File: config.mk
export PLATFORM = sky130hd
export DESIGN_NAME = osd_text_writer_flat
export DESIGN_NICKNAME = d
export VERILOG_FILES = /design/src/rtl/osd_text_writer_if.sv /design/src/rtl/osd_text_writer.sv /design/src/flat_wrapper.sv
export SDC_FILE = /design/constraint.sdc
export NUM_CORES = 1
export LEC_CHECK = 0
export CAP_MARGIN = 20
export CORE_MARGIN = 2
export CORE_UTILIZATION = 40
export DETAILED_ROUTE_END_ITERATION = 10
export HOLD_SLACK_MARGIN = 0.1
export PLACE_DENSITY = 0.73
export SYNTH_ARGS = -nofsm -noshare
export SYNTH_HDL_FRONTEND = slang
export SYNTH_SLANG_ARGS = --single-unit
export TNS_END_PERCENT = 100
File: constraint.sdc
create_clock -name clk -period 2.6 [get_ports clk]
set_input_delay 0.39 -clock clk [delete_from_list [all_inputs] [get_ports clk]]
set_output_delay 0.39 -clock clk [all_outputs]
set_load 0.02 [all_outputs]
File: src/rtl/osd_text_writer_if.sv
`default_nettype none
// ============================================================================
// Module  : osd_text_writer_if
// Brief   : Character/cursor/hex request bus and char-RAM write port of the
//           OSD text writer.
// Revision: 1.0
// ============================================================================
interface osd_text_writer_if;
    logic        ch_valid;
    logic        ch_ready;
    logic [7:0]  ch_data;
    logic        pos_set;
    logic [5:0]  pos_col;
    logic [4:0]  pos_row;
    logic        hex_valid;
    logic        hex_ready;
    logic [31:0] hex_value;
    logic [3:0]  hex_digits;
    logic [10:0] wr_addr;
    logic [7:0]  wr_data;
    logic        wr_en;
    logic        busy;
    logic [5:0]  cur_col;
    logic [4:0]  cur_row;

    modport master (
        output ch_valid, ch_data, pos_set, pos_col, pos_row,
               hex_valid, hex_value, hex_digits,
        input  ch_ready, hex_ready, wr_addr, wr_data, wr_en, busy, cur_col, cur_row
    );

    modport slave (
        input  ch_valid, ch_data, pos_set, pos_col, pos_row,
               hex_valid, hex_value, hex_digits,
        output ch_ready, hex_ready, wr_addr, wr_data, wr_en, busy, cur_col, cur_row
    );
endinterface
`default_nettype wire

File: src/rtl/osd_text_writer.sv
`default_nettype none
// ============================================================================
// Module  : osd_text_writer
// Brief   : Char-RAM write producer: text cursor, control codes, RAM clear and
//           hex printing (hex path built only when OSD_HEX_PRINT_EN is defined).
// Revision: 1.0
// ============================================================================
module osd_text_writer #(
    parameter int         COLS           = 40,
    parameter int         ROWS           = 30,
    parameter int         CHAR_RAM_SIZE  = COLS * ROWS,
    parameter logic [7:0] CLEAR_CHAR     = 8'h20,
    parameter bit         CLEAR_ON_RESET = 1'b1
) (
    input wire clk,
    input wire reset,
    osd_text_writer_if.slave bus
);

    typedef enum logic [1:0] {
        S_IDLE  = 2'd0,
        S_CLEAR = 2'd1,
        S_HEX   = 2'd2
    } state_t;

    localparam logic [5:0]  c_COL_MAX  = 6'(COLS - 1);
    localparam logic [4:0]  c_ROW_MAX  = 5'(ROWS - 1);
    localparam logic [10:0] c_COLS     = 11'(COLS);
    localparam logic [10:0] c_CLR_LAST = 11'(CHAR_RAM_SIZE - 1);

    state_t      r_state, w_state_nxt;
    logic        r_idle;
    logic        r_busy;
    logic        r_wr_en, w_wr_en_nxt;
    logic [10:0] r_wr_addr, w_wr_addr_nxt;
    logic [7:0]  r_wr_data, w_wr_data_nxt;
    logic [5:0]  r_col, w_col_nxt;
    logic [4:0]  r_row, w_row_nxt;
    logic [10:0] r_clr_addr, w_clr_addr_nxt;

    logic        w_ch_ready, w_hex_ready, w_ch_fire, w_hex_fire;
    logic        w_col_last;
    logic [4:0]  w_row_inc, w_adv_row;
    logic [5:0]  w_adv_col;
    logic [10:0] w_cur_addr;

    // Readiness is a registered idle flag, gated by same-cycle higher-priority inputs.
    assign w_ch_ready  = r_idle && !bus.pos_set;
    assign w_hex_ready = r_idle && !bus.pos_set && !bus.ch_valid;
    assign w_ch_fire   = bus.ch_valid && w_ch_ready;
    assign w_hex_fire  = bus.hex_valid && w_hex_ready;

    assign w_col_last = (r_col == c_COL_MAX);
    assign w_row_inc  = (r_row == c_ROW_MAX) ? 5'd0 : r_row + 5'd1;
    assign w_adv_col  = w_col_last ? 6'd0 : r_col + 6'd1;
    assign w_adv_row  = w_col_last ? w_row_inc : r_row;
    assign w_cur_addr = 11'(r_row) * c_COLS + 11'(r_col);

`ifdef OSD_HEX_PRINT_EN
    logic [31:0] r_hex_sh, w_hex_sh_nxt;
    logic [3:0]  r_hex_cnt, w_hex_cnt_nxt;
    logic [3:0]  w_hex_n;
    logic [5:0]  w_hex_shamt;

    function automatic logic [7:0] hex_ascii(input logic [3:0] n);
        hex_ascii = (n < 4'd10) ? (8'h30 + {4'h0, n}) : (8'h37 + {4'h0, n});
    endfunction

    assign w_hex_n     = (bus.hex_digits == 4'd0 || bus.hex_digits > 4'd8) ? 4'd8 : bus.hex_digits;
    // Left-align the printed digits so each step emits the top nibble.
    assign w_hex_shamt = {4'd8 - w_hex_n, 2'b00};
`else
    logic w_unused_hex;
    assign w_unused_hex = ^{bus.hex_value, bus.hex_digits};
`endif

    always_comb begin
        w_state_nxt    = r_state;
        w_col_nxt      = r_col;
        w_row_nxt      = r_row;
        w_wr_en_nxt    = 1'b0;
        w_wr_addr_nxt  = r_wr_addr;
        w_wr_data_nxt  = r_wr_data;
        w_clr_addr_nxt = r_clr_addr;
`ifdef OSD_HEX_PRINT_EN
        w_hex_sh_nxt   = r_hex_sh;
        w_hex_cnt_nxt  = r_hex_cnt;
`endif
        case (r_state)
            S_IDLE: begin
                if (bus.pos_set) begin
                    w_col_nxt = (bus.pos_col > c_COL_MAX) ? c_COL_MAX : bus.pos_col;
                    w_row_nxt = (bus.pos_row > c_ROW_MAX) ? c_ROW_MAX : bus.pos_row;
                end else if (w_ch_fire) begin
                    case (bus.ch_data)
                        8'h0D: w_col_nxt = 6'd0;
                        8'h0A: begin
                            w_col_nxt = 6'd0;
                            w_row_nxt = w_row_inc;
                        end
                        8'h0C: begin
                            w_state_nxt    = S_CLEAR;
                            w_col_nxt      = 6'd0;
                            w_row_nxt      = 5'd0;
                            w_clr_addr_nxt = 11'd0;
                        end
                        default: begin
                            w_wr_en_nxt   = 1'b1;
                            w_wr_addr_nxt = w_cur_addr;
                            w_wr_data_nxt = bus.ch_data;
                            w_col_nxt     = w_adv_col;
                            w_row_nxt     = w_adv_row;
                        end
                    endcase
                end else if (w_hex_fire) begin
`ifdef OSD_HEX_PRINT_EN
                    w_state_nxt   = S_HEX;
                    w_hex_sh_nxt  = bus.hex_value << w_hex_shamt;
                    w_hex_cnt_nxt = w_hex_n;
`endif
                end
            end
            S_CLEAR: begin
                w_wr_en_nxt   = 1'b1;
                w_wr_addr_nxt = r_clr_addr;
                w_wr_data_nxt = CLEAR_CHAR;
                if (r_clr_addr == c_CLR_LAST) begin
                    w_state_nxt    = S_IDLE;
                    w_clr_addr_nxt = 11'd0;
                end else begin
                    w_clr_addr_nxt = r_clr_addr + 11'd1;
                end
            end
`ifdef OSD_HEX_PRINT_EN
            S_HEX: begin
                w_wr_en_nxt   = 1'b1;
                w_wr_addr_nxt = w_cur_addr;
                w_wr_data_nxt = hex_ascii(r_hex_sh[31:28]);
                w_hex_sh_nxt  = {r_hex_sh[27:0], 4'h0};
                w_hex_cnt_nxt = r_hex_cnt - 4'd1;
                w_col_nxt     = w_adv_col;
                w_row_nxt     = w_adv_row;
                if (r_hex_cnt == 4'd1) begin
                    w_state_nxt = S_IDLE;
                end
            end
`endif
            default: w_state_nxt = S_IDLE;
        endcase
    end

    always_ff @(posedge clk) begin
        if (reset) begin
            r_state <= CLEAR_ON_RESET ? S_CLEAR : S_IDLE;
        end else begin
            r_state <= w_state_nxt;
        end
    end

    always_ff @(posedge clk) begin
        if (reset) begin
            r_idle     <= 1'b0;
            r_busy     <= 1'b0;
            r_wr_en    <= 1'b0;
            r_wr_addr  <= 11'd0;
            r_wr_data  <= 8'd0;
            r_col      <= 6'd0;
            r_row      <= 5'd0;
            r_clr_addr <= 11'd0;
`ifdef OSD_HEX_PRINT_EN
            r_hex_sh   <= 32'd0;
            r_hex_cnt  <= 4'd0;
`endif
        end else begin
            // busy marks the cycles carrying clear/hex writes; ready waits until they end.
            r_idle     <= (w_state_nxt == S_IDLE) && (r_state == S_IDLE);
            r_busy     <= (r_state != S_IDLE);
            r_wr_en    <= w_wr_en_nxt;
            r_wr_addr  <= w_wr_addr_nxt;
            r_wr_data  <= w_wr_data_nxt;
            r_col      <= w_col_nxt;
            r_row      <= w_row_nxt;
            r_clr_addr <= w_clr_addr_nxt;
`ifdef OSD_HEX_PRINT_EN
            r_hex_sh   <= w_hex_sh_nxt;
            r_hex_cnt  <= w_hex_cnt_nxt;
`endif
        end
    end

    assign bus.ch_ready  = w_ch_ready;
    assign bus.hex_ready = w_hex_ready;
    assign bus.wr_en     = r_wr_en;
    assign bus.wr_addr   = r_wr_addr;
    assign bus.wr_data   = r_wr_data;
    assign bus.busy      = r_busy;
    assign bus.cur_col   = r_col;
    assign bus.cur_row   = r_row;

endmodule
`default_nettype wire
File: src/flat_wrapper.sv
// flat-port wrapper written by rule: the top's interface ports become plain ports
module osd_text_writer_flat 
#(
    parameter int         COLS           = 40,
    parameter int         ROWS           = 30,
    parameter int         CHAR_RAM_SIZE  = COLS * ROWS,
    parameter logic [7:0] CLEAR_CHAR     = 8'h20,
    parameter bit         CLEAR_ON_RESET = 1'b1
)
  (clk, reset, bus_ch_valid, bus_ch_data, bus_pos_set, bus_pos_col, bus_pos_row, bus_hex_valid, bus_hex_value, bus_hex_digits, bus_ch_ready, bus_hex_ready, bus_wr_addr, bus_wr_data, bus_wr_en, bus_busy, bus_cur_col, bus_cur_row);
  osd_text_writer_if bus_i ();
  input wire clk;
  input wire reset;
  input wire logic [$bits(bus_i.ch_valid)-1:0] bus_ch_valid;
  input wire logic [$bits(bus_i.ch_data)-1:0] bus_ch_data;
  input wire logic [$bits(bus_i.pos_set)-1:0] bus_pos_set;
  input wire logic [$bits(bus_i.pos_col)-1:0] bus_pos_col;
  input wire logic [$bits(bus_i.pos_row)-1:0] bus_pos_row;
  input wire logic [$bits(bus_i.hex_valid)-1:0] bus_hex_valid;
  input wire logic [$bits(bus_i.hex_value)-1:0] bus_hex_value;
  input wire logic [$bits(bus_i.hex_digits)-1:0] bus_hex_digits;
  output wire logic [$bits(bus_i.ch_ready)-1:0] bus_ch_ready;
  output wire logic [$bits(bus_i.hex_ready)-1:0] bus_hex_ready;
  output wire logic [$bits(bus_i.wr_addr)-1:0] bus_wr_addr;
  output wire logic [$bits(bus_i.wr_data)-1:0] bus_wr_data;
  output wire logic [$bits(bus_i.wr_en)-1:0] bus_wr_en;
  output wire logic [$bits(bus_i.busy)-1:0] bus_busy;
  output wire logic [$bits(bus_i.cur_col)-1:0] bus_cur_col;
  output wire logic [$bits(bus_i.cur_row)-1:0] bus_cur_row;
  assign bus_i.ch_valid = bus_ch_valid;
  assign bus_i.ch_data = bus_ch_data;
  assign bus_i.pos_set = bus_pos_set;
  assign bus_i.pos_col = bus_pos_col;
  assign bus_i.pos_row = bus_pos_row;
  assign bus_i.hex_valid = bus_hex_valid;
  assign bus_i.hex_value = bus_hex_value;
  assign bus_i.hex_digits = bus_hex_digits;
  assign bus_ch_ready = bus_i.ch_ready;
  assign bus_hex_ready = bus_i.hex_ready;
  assign bus_wr_addr = bus_i.wr_addr;
  assign bus_wr_data = bus_i.wr_data;
  assign bus_wr_en = bus_i.wr_en;
  assign bus_busy = bus_i.busy;
  assign bus_cur_col = bus_i.cur_col;
  assign bus_cur_row = bus_i.cur_row;
  osd_text_writer #(.COLS(COLS), .ROWS(ROWS), .CHAR_RAM_SIZE(CHAR_RAM_SIZE), .CLEAR_CHAR(CLEAR_CHAR), .CLEAR_ON_RESET(CLEAR_ON_RESET)) u_core (.clk(clk), .reset(reset), .bus(bus_i));
endmodule
# Yosys cells after proc, flatten, opt, wreduce, memory -nomap -nowiden
# Index checks and enable logic that the tools add are counted.
# totals
elab_cells	78
reg_bits	46
# classes
magnitude_cmp	2
multipliers	1
add_sub_neg	4
muxes	33
reduce_logical	17
eq_ne	12
# op_table
operator	count
two-way mux 11 bit	7
case mux 11 bit (2 select lines)	2
two-way mux 6 bit	5
two-way mux 5 bit	5
== test 8 x 4 -> 1 bit, second input constant	3
two-way mux 8 bit	3
case mux 8 bit (2 select lines)	1
case mux 5 bit (3 select lines)	1
AND reduction 4 bit	3
adder 11 x 1 -> 11 bit, second input constant	1
adder 11 x 6 -> 11 bit	1
== test 11 bit, second input constant	1
multiplier 5 x 3 -> 8 bit, second input constant	1
two-way mux 2 bit	4
inequality test 2 bit, second input constant	4
adder 6 x 1 -> 6 bit, second input constant	1
== test 6 bit, second input constant	1
greater-than comparator 6 bit, second input constant	1
nonzero test 2 bit	3
adder 5 x 1 -> 5 bit, second input constant	1
== test 5 bit, second input constant	1
greater-than comparator 5 bit, second input constant	1
logical AND 1 bit	4
zero test 2 bit	2
9 further kinds	12

# Depth between registers and ports, before layout
# Gate-level depths: netlist of run 1.
# logic_depth
ltp_word	8
ltp_mapped	8

# Worst setup path after synthesis of run 1
# No wires, ideal clock.
# synth_path
path_kind	reg2reg
start	register u_core.r_row[1], in the netlist u_core.bus.cur_row[1]
end	register u_core.r_wr_addr[8], in the netlist u_core.bus.wr_addr[8]
period_less_slack_ns	2.265
arrival_ns	2.207
required_time_ns	2.541
stages_incl_launch_ff	8
setup_slack_ns	0.335
cell_sequence	dfxtp_1 > ha_1 > ha_1 > fa_1 > nand2_1 > o21ba_2 > nor3_1 > o221a_2
# synth_via
elab_chain_cells	6
# synth_rtl
element	line_no	rtl
from (decl)	osd_text_writer.sv:38	logic [4:0] r_row, w_row_nxt;
from (signal assigned)	osd_text_writer.sv:182	r_row <= w_row_nxt;
multiplier 5 x 3 -> 8 bit	osd_text_writer.sv:57	assign w_cur_addr = 11'(r_row) * c_COLS + 11'(r_col);
adder 11 x 6 -> 11 bit	osd_text_writer.sv:57	
two-way mux 11 bit	osd_text_writer.sv:95	case (bus.ch_data)
two-way mux 11 bit	osd_text_writer.sv:94	end else if (w_ch_fire) begin
two-way mux 11 bit	osd_text_writer.sv:91	if (bus.pos_set) begin
case mux 11 bit (2 select lines)	osd_text_writer.sv:89	case (r_state)
to (signal assigned)	osd_text_writer.sv:179	r_wr_addr <= w_wr_addr_nxt;
to (decl)	osd_text_writer.sv:35	logic [10:0] r_wr_addr, w_wr_addr_nxt;
# Every way passes these cells. The select of a mux whose other input is x is not followed.
# A chain may end at the register's enable or synchronous reset.

# Worst setup path after layout of run 1
# layout_path
start	input bus_pos_set
end	output bus_hex_ready
# layout_via
elab_chain_cells	3
# layout_rtl
element	line_no	rtl
from (decl)	flat_wrapper.sv:16	input wire logic [$bits(bus_i.pos_set)-1:0] bus_pos_set;
zero test 1 bit	osd_text_writer.sv:49	assign w_hex_ready = r_idle && !bus.pos_set && !bus.ch_valid;
logical AND 1 bit (2 in a row)	osd_text_writer.sv:49	
to (decl)	flat_wrapper.sv:23	output wire logic [$bits(bus_i.hex_ready)-1:0] bus_hex_ready;
# Every way passes these cells.

==> run_results.csv, run 1 <==
group,metric,value,unit
outcome,outcome,"complete, no violations",
timing,whs,0.464,ns
placement,gp_congestion,0.875,
routing,drt_iter0_drc,199,
floorplan,num_rows,29,
layout,diodes,0,
hold_path,min_to,"u_core.bus.wr_data[4]",
routing,dr.pass1.iters,5,
synthesis,async_reset_ff_share,0,%
critical_path,crit_slowest_cell,"clkdlybuf4s50_1",
clock_network,path_clk_slew,0.09,ns
timing,final_max_slew_viol_count,0,
routing,drtAntennaViolNets,0,
synthesis,yosys-top-cells-area,"dfxtp_1 (35%), nand2_1 (6.7%), ha_1 (6.2%), nor2_1 (4.4%), a311oi_1 (4.3%)",
clock_network,cts_inserted_buffers,5,
layout,drive_above_1_share,7.94,%
critical_path,crit_family,"buffers and inverters",
synthesis,synth_cells,318,
timing,rsz0062_at_grt,"false",
critical_path,cp.arrival,1.82,ns
critical_path,crit_path_cell_trace,"clkdlybuf4s50_1 -> nor2b_1 -> nor2b_1 -> clkdlybuf4s50_1",
routing,wl_per_cell,15.2,um
timing,fin_crit_sh,85.1,%
layout,areaGrowthSynthToFinish,29.0,%
hold_path,hold_start,"u_core.bus.wr_data[4]",
global_routing,grt_pass1_wl,11.4,mm
critical_path,worstSetupPathType,"primary input to output pin",
synthesis,yosysMostFrequentCell,"nand2_1",
critical_path,rr_worst_depth,6,
timing,finalSetupTns,0,ns
clock_network,htreeDepth,2,
synthesis,synth.avg_cell_area,8.29,um2
hold_path,hp-class,"flop to flop",
critical_path,cp-startpoint,"bus_pos_set",
global_routing,grt_pass1_vias,2414,
clock_network,cts.path.max_buffers,2,
routing,finalWirelength,6.90,mm
synthesis,synth_area,0.00264,mm2
critical_path,critPathMaxFanout,3,
clock_network,cts_hold_buf,0,
critical_path,r2r_slack,0.39,ns
timing,tightest_slew,0.682,ns
global_routing,antenna_found_initial,0,
placement,io_buffers,56,
layout,nets,452,
floorplan,die-area,0.00726,mm2
run,max-cap-violations,0,
clock_network,root_buffer,"clkbuf_8",
global_routing,grt_usage,19.1,%
timing,period_minus_slack,2.21,ns
floorplan,die_x,85.2,um
synthesis,yosys_most_used_dff,"dfxtp_1",
power_and_ir_drop,p_per_area,424,mW/mm2
critical_path,timing.rr.end,"u_core.bus.wr_addr[8]",
critical_path,cp-start-kind,"primary input",
synthesis,yosysWarnings,0,
routing,via_count,2646,
clock_network,postCtsSetupBuffers,0,
synthesis,synth_top_area_share,34.9,%
layout,fillers,581,
synthesis,synth-edff-count,0,
routing,vias_per_cell,5.82,
routing,drc_errors,0,
placement,dp_hpwl,4.94,mm
hold_path,whs_path_depth,2,
clock_network,insertion_delay,0.30,ns
floorplan,io_pins,94,
power_and_ir_drop,power.leakage,1.28,nW
clock_network,cts_tree,"yes",
clock_network,cts.sinks,46,
power_and_ir_drop,max-vdd-ir-drop,0.260,mV
floorplan,start_util,41.5,%
timing,clock.fmax,0.452,GHz
floorplan,coreArea,0.00635,mm2
critical_path,required,2.21,ns
synthesis,synthDistinctLibCells,57,
synthesis,yosysSeqAreaShare,34.9,%
synthesis,ys_ff_latch,46,
global_routing,overflow,0,
timing,relSlewSlack,54.3,%
floorplan,die_h,85.2,um
critical_path,worstSetupEndpointType,"output pin",
clock_network,cts_resized,0,
timing,clock_skew,0.00478,ns
synthesis,synth_area_leader_cell,"dfxtp_1",
synthesis,syn_nets,393,
synthesis,synthTopCellsByCount,"nand2_1 (47), dfxtp_1 (46), nor2_1 (31)",
timing,hold_violations,0,
critical_path,path_buf_inv,2,
critical_path,slowest_delay,0.60,ns
global_routing,grt_start_max_net_pins,33,
timing,setup_viol,0,
critical_path,worstReg2RegStart,"u_core.bus.cur_row[2]",
-- registers in the layout, indices dropped and copies added, names as in the netlist --
signal and cells:
u_core.bus.cur_row 5, u_core.bus.busy 1, u_core.bus.wr_en 1, u_core.bus.wr_addr 11
u_core.bus.wr_data 8, u_core.r_clr_addr 11, u_core.r_state 2, u_core.bus.cur_col 6
u_core.r_idle 1
-- tightest hold or removal path, cell delays in order, from the launching register on --
cell and delay [ns]:
dfxtp_1 0.32, nand2_1 0.05, a21oi_1 0.05
-- worst max-delay path by stage --
stage,to,cells past startpoint,slack (ns)
finish,bus_hex_ready,4,0.39
global route,u_core.bus.wr_addr[8],6,0.26
CTS,u_core.bus.wr_addr[8],6,0.37
detailed placement,u_core.bus.wr_addr[2],6,0.18
global placement,u_core.r_clr_addr[5],6,0.24
floorplan,u_core.bus.wr_addr[8],7,0.33
-- area by class of cell --
| cell class | count | area [um2] | area share [%] |
|---|---|---|---|
| well taps | 77 | 96.3 | 2.83 |
| flip-flops and latches | 46 | 921 | 27.1 |
| clock buffers | 6 | 82.6 | 2.43 |
| inverters | 3 | 11.3 | 0.331 |
| repair buffers | 68 | 651 | 19.1 |
| clock inverters | 2 | 12.5 | 0.368 |
| multi-input cells | 253 | 1630 | 47.8 |
-- stage by stage --
stage / instance area (um2) / cells / total power [W] / util, % / worst slack, ns
floorplan: 2640 / 318 / 0.000875 / - / 0.335
global placement: 3300 / 447 / 0.000979 / 52.0 / 0.244
detailed placement: 3300 / 447 / 0.000984 / 52.0 / 0.184
CTS: 3400 / 455 / 0.00145 / 53.5 / 0.367
global route: 3400 / 455 / 0.00150 / 53.5 / 0.264
finish: 3400 / 455 / 0.00144 / 53.5 / 0.387
-- cells by family after synthesis --
group | Yosys count | share of synthesized area, %
adders and majority gates | 15 | 7.69
other | 1 | 0.142
DFF | 46 | 34.9
and+or+nand+nor | 138 | 26.5
xor gates and xnor gates | 7 | 2.33
buffers and inverters | 19 | 3.42
muxes | 1 | 0.380
AOI/OAI and AO/OA | 91 | 24.6
-- per-layer routing --
| metal | up-vias | routed length (um) | track usage [%] |
|---|---|---|---|
| met3 | 8 | 492 | 4.47 |
| met2 | 91 | 3170 | 29.3 |
| met4 | 0 | 72 | 6.64 |
| met1 | 1252 | 3170 | 26.4 |
| met5 | - | 0 | 0 |
| li1 | 1295 | - | - |
-- where the power goes --
part	switching (W)	total, W	internal [W]
Sequential	0.0000165	0.000741	0.000724
Combinational	0.000122	0.000228	0.000106
Clock	0.000257	0.000471	0.000214
-- placed cells by master, fill, tap and decap left out, types with 4 or more instances in the layout --
cell type	Yosys	routed
a211oi_1	4	4
a21o_1	6	6
a21oi_1	21	21
a311oi_1	13	13
a31oi_1	5	5
a41oi_1	4	4
and3_1	6	6
buf_4	2	12
clkbuf_8	0	6
clkdlybuf4s50_1	0	56
dfxtp_1	46	46
ha_1	13	13
nand2_1	47	47
nand3_1	12	12
nand4_1	4	4
nor2_1	31	31
nor2b_1	8	8
nor3_1	7	7
o21ai_0	13	13
xnor2_1	4	4
Power figures use the tool's default switching activity.
==> run 2: changes to the inputs <==
- clock period: 2.6 -> 2.1 ns (I/O delays scaled with it)
==> run_results.csv, run 2 (synthesis gave the netlist of run 1 again) <==
group,metric,value,unit
clock_network,cts_hold_buf,0,
timing,rsz0062_at_grt,"true",
routing,drc_errors,0,
timing,final_max_slew_viol_count,0,
routing,drtAntennaViolNets,0,
power_and_ir_drop,max-vdd-ir-drop,0.289,mV
hold_path,hold_start,"u_core.bus.wr_data[2]",
global_routing,antenna_found_initial,0,
timing,layout_setup_ws,0.0748,ns
power_and_ir_drop,p_per_area,524,mW/mm2
placement,placed_area,0.00343,mm2
clock_network,postCtsSetupBuffers,0,
critical_path,cp-start-kind,"flop",
clock_network,insertion_delay,0.30,ns
routing,finalWirelength,7.09,mm
power_and_ir_drop,switching_share,26.1,%
clock_network,cts.sinks,46,
critical_path,worstSetupPathType,"flop to flop",
power_and_ir_drop,p_seq_share,48.3,%
critical_path,cp-startpoint,"u_core.bus.cur_row[1]",
power_and_ir_drop,pwr-share-clk,35.7,%
clock_network,cts_inserted_buffers,5,
layout,drive_above_1_share,14.7,%
clock_network,cts_tree,"yes",
placement,dpl_worst_slack,-0.174,ns
global_routing,grt_start_max_net_pins,33,
routing,wl_per_cell,15.0,um
floorplan,io_pins,94,
global_routing,grt_pass1_vias,2591,
clock_network,cts.path.max_buffers,2,
timing,clock_skew,0.0103,ns
power_and_ir_drop,p_int,0.00140,W
critical_path,crit_slowest_cell,"fa_2",
placement,gp_congestion,0.895,
critical_path,crit_family,"adder cells",
layout,nets,468,
timing,period_minus_slack,2.03,ns
critical_path,crit_path_cell_trace,"ha_4 -> ha_4 -> fa_2 -> nand2_2 -> o21ba_4 -> nor3_4 -> o221a_2",
placement,dp_hpwl,5.13,mm
hold_path,hp-class,"flop to flop",
critical_path,worstReg2RegStart,"u_core.bus.cur_row[1]",
timing,hold_violations,0,
layout,diodes,0,
critical_path,slowest_delay,0.61,ns
layout,fillers,563,
floorplan,die_x,85.2,um
timing,clock.fmax,0.494,GHz
critical_path,critPathMaxFanout,3,
critical_path,cp.arrival,2.27,ns
global_routing,grt_pass1_wl,11.8,mm
power_and_ir_drop,power.leakage,1.39,nW
routing,drt_iter0_drc,170,
layout,design_area,0.00362,mm2
timing,whs,0.466,ns
run,max-cap-violations,0,
timing,finalSetupTns,0,ns
critical_path,cp_common_cell,"ha_4",
routing,via_count,2716,
global_routing,overflow,0,
timing,setup_viol,0,
power_and_ir_drop,power.switching,0.000495,W
layout,layout_commonest_cell,"clkdlybuf4s50_1",
clock_network,root_buffer,"clkbuf_8",
critical_path,path_buf_inv,0,
floorplan,start_util,41.5,%
clock_network,path_clk_slew,0.09,ns
routing,dr.pass1.iters,4,
timing,fin_crit_sh,96.4,%
routing,vias_per_cell,5.77,
power_and_ir_drop,power,0.00189,W
clock_network,htreeDepth,2,
floorplan,die-area,0.00726,mm2
critical_path,required,2.35,ns
layout,areaGrowthSynthToFinish,37.2,%
power_and_ir_drop,combPwrFrac,15.9,%
layout,final_cell_mix,"clkdlybuf4s50_1 (55), nand2_1 (46), dfxtp_1 (44), nor2_1 (30), buf_4 (28)",
floorplan,die_h,85.2,um
floorplan,coreArea,0.00635,mm2
critical_path,r2r_slack,0.07,ns
critical_path,worstSetupEndpointType,"flop",
outcome,outcome,"complete, no violations",
global_routing,grt_usage,20.0,%
floorplan,num_rows,29,
placement,io_buffers,56,
==> run 2: metrics by stage <==
| step | std cells | utilization, % |
|---|---|---|
| final | 471 | 57.0 |
| after global routing | 471 | 57.0 |
| after CTS | 471 | 56.0 |
| after detailed placement | 463 | 54.0 |
| after global placement | 463 | 54.0 |
| after floorplan | 318 | - |
==> run 2: final cells by class <==
class	instances	area [um2]	share of cell area [%]
inverter	3	11.3	0.311
tap	77	96.3	2.66
multi-input combinational	253	1700	47.0
clock inverter	3	43.8	1.21
clock buffer	5	68.8	1.90
sequential	46	926	25.6
timing repair buffer	84	769	21.3
==> run 2: worst register-to-register path: stages (launching register included) <==
cell,delay (ns)
dfxtp_4,0.36
ha_4,0.21
ha_4,0.17
fa_2,0.61
nand2_2,0.07
o21ba_4,0.20
nor3_4,0.16
o221a_2,0.19
==> run 2: repair_timing <==
| action | 4_1_cts | 5_1_grt |
|---|---|---|
| pin swaps | 4 | 9 |
| gates resized for setup | 5 | 10 |
| setup endpoints to repair | 3 | 3 |
==> run 2: metal layers <==
| layer | routed length (um) | vias to the layer above | global-route usage [%] |
|---|---|---|---|
| met2 | 3300 | 82 | 32.9 |
| met1 | 3220 | 1295 | 25.5 |
| met5 | 0 | - | 0 |
| met4 | 102 | 0 | 6.78 |
| li1 | - | 1330 | - |
| met3 | 468 | 9 | 5.16 |
==> run 2: path summary, 6_finish.rpt <==
| check | end | cells past startpoint |
|---|---|---|
| setup / recovery | u_core.bus.wr_addr[8] | 7 |
| hold / removal | u_core.bus.wr_data[2] | 2 |
| setup reg to reg | u_core.bus.wr_addr[8] | 7 |
| hold reg to reg | u_core.bus.wr_data[2] | 2 |
==> run 2: power by group through the flow <==
stage,sequential (W),clock (W),combinational (W)
after floorplan,0.000959,0,0.000124
after global placement,0.000935,0,0.000293
after detailed placement,0.000936,0,0.000296
after CTS,0.000916,0.000695,0.000298
after global routing,0.000920,0.000735,0.000328
final,0.000916,0.000677,0.000302
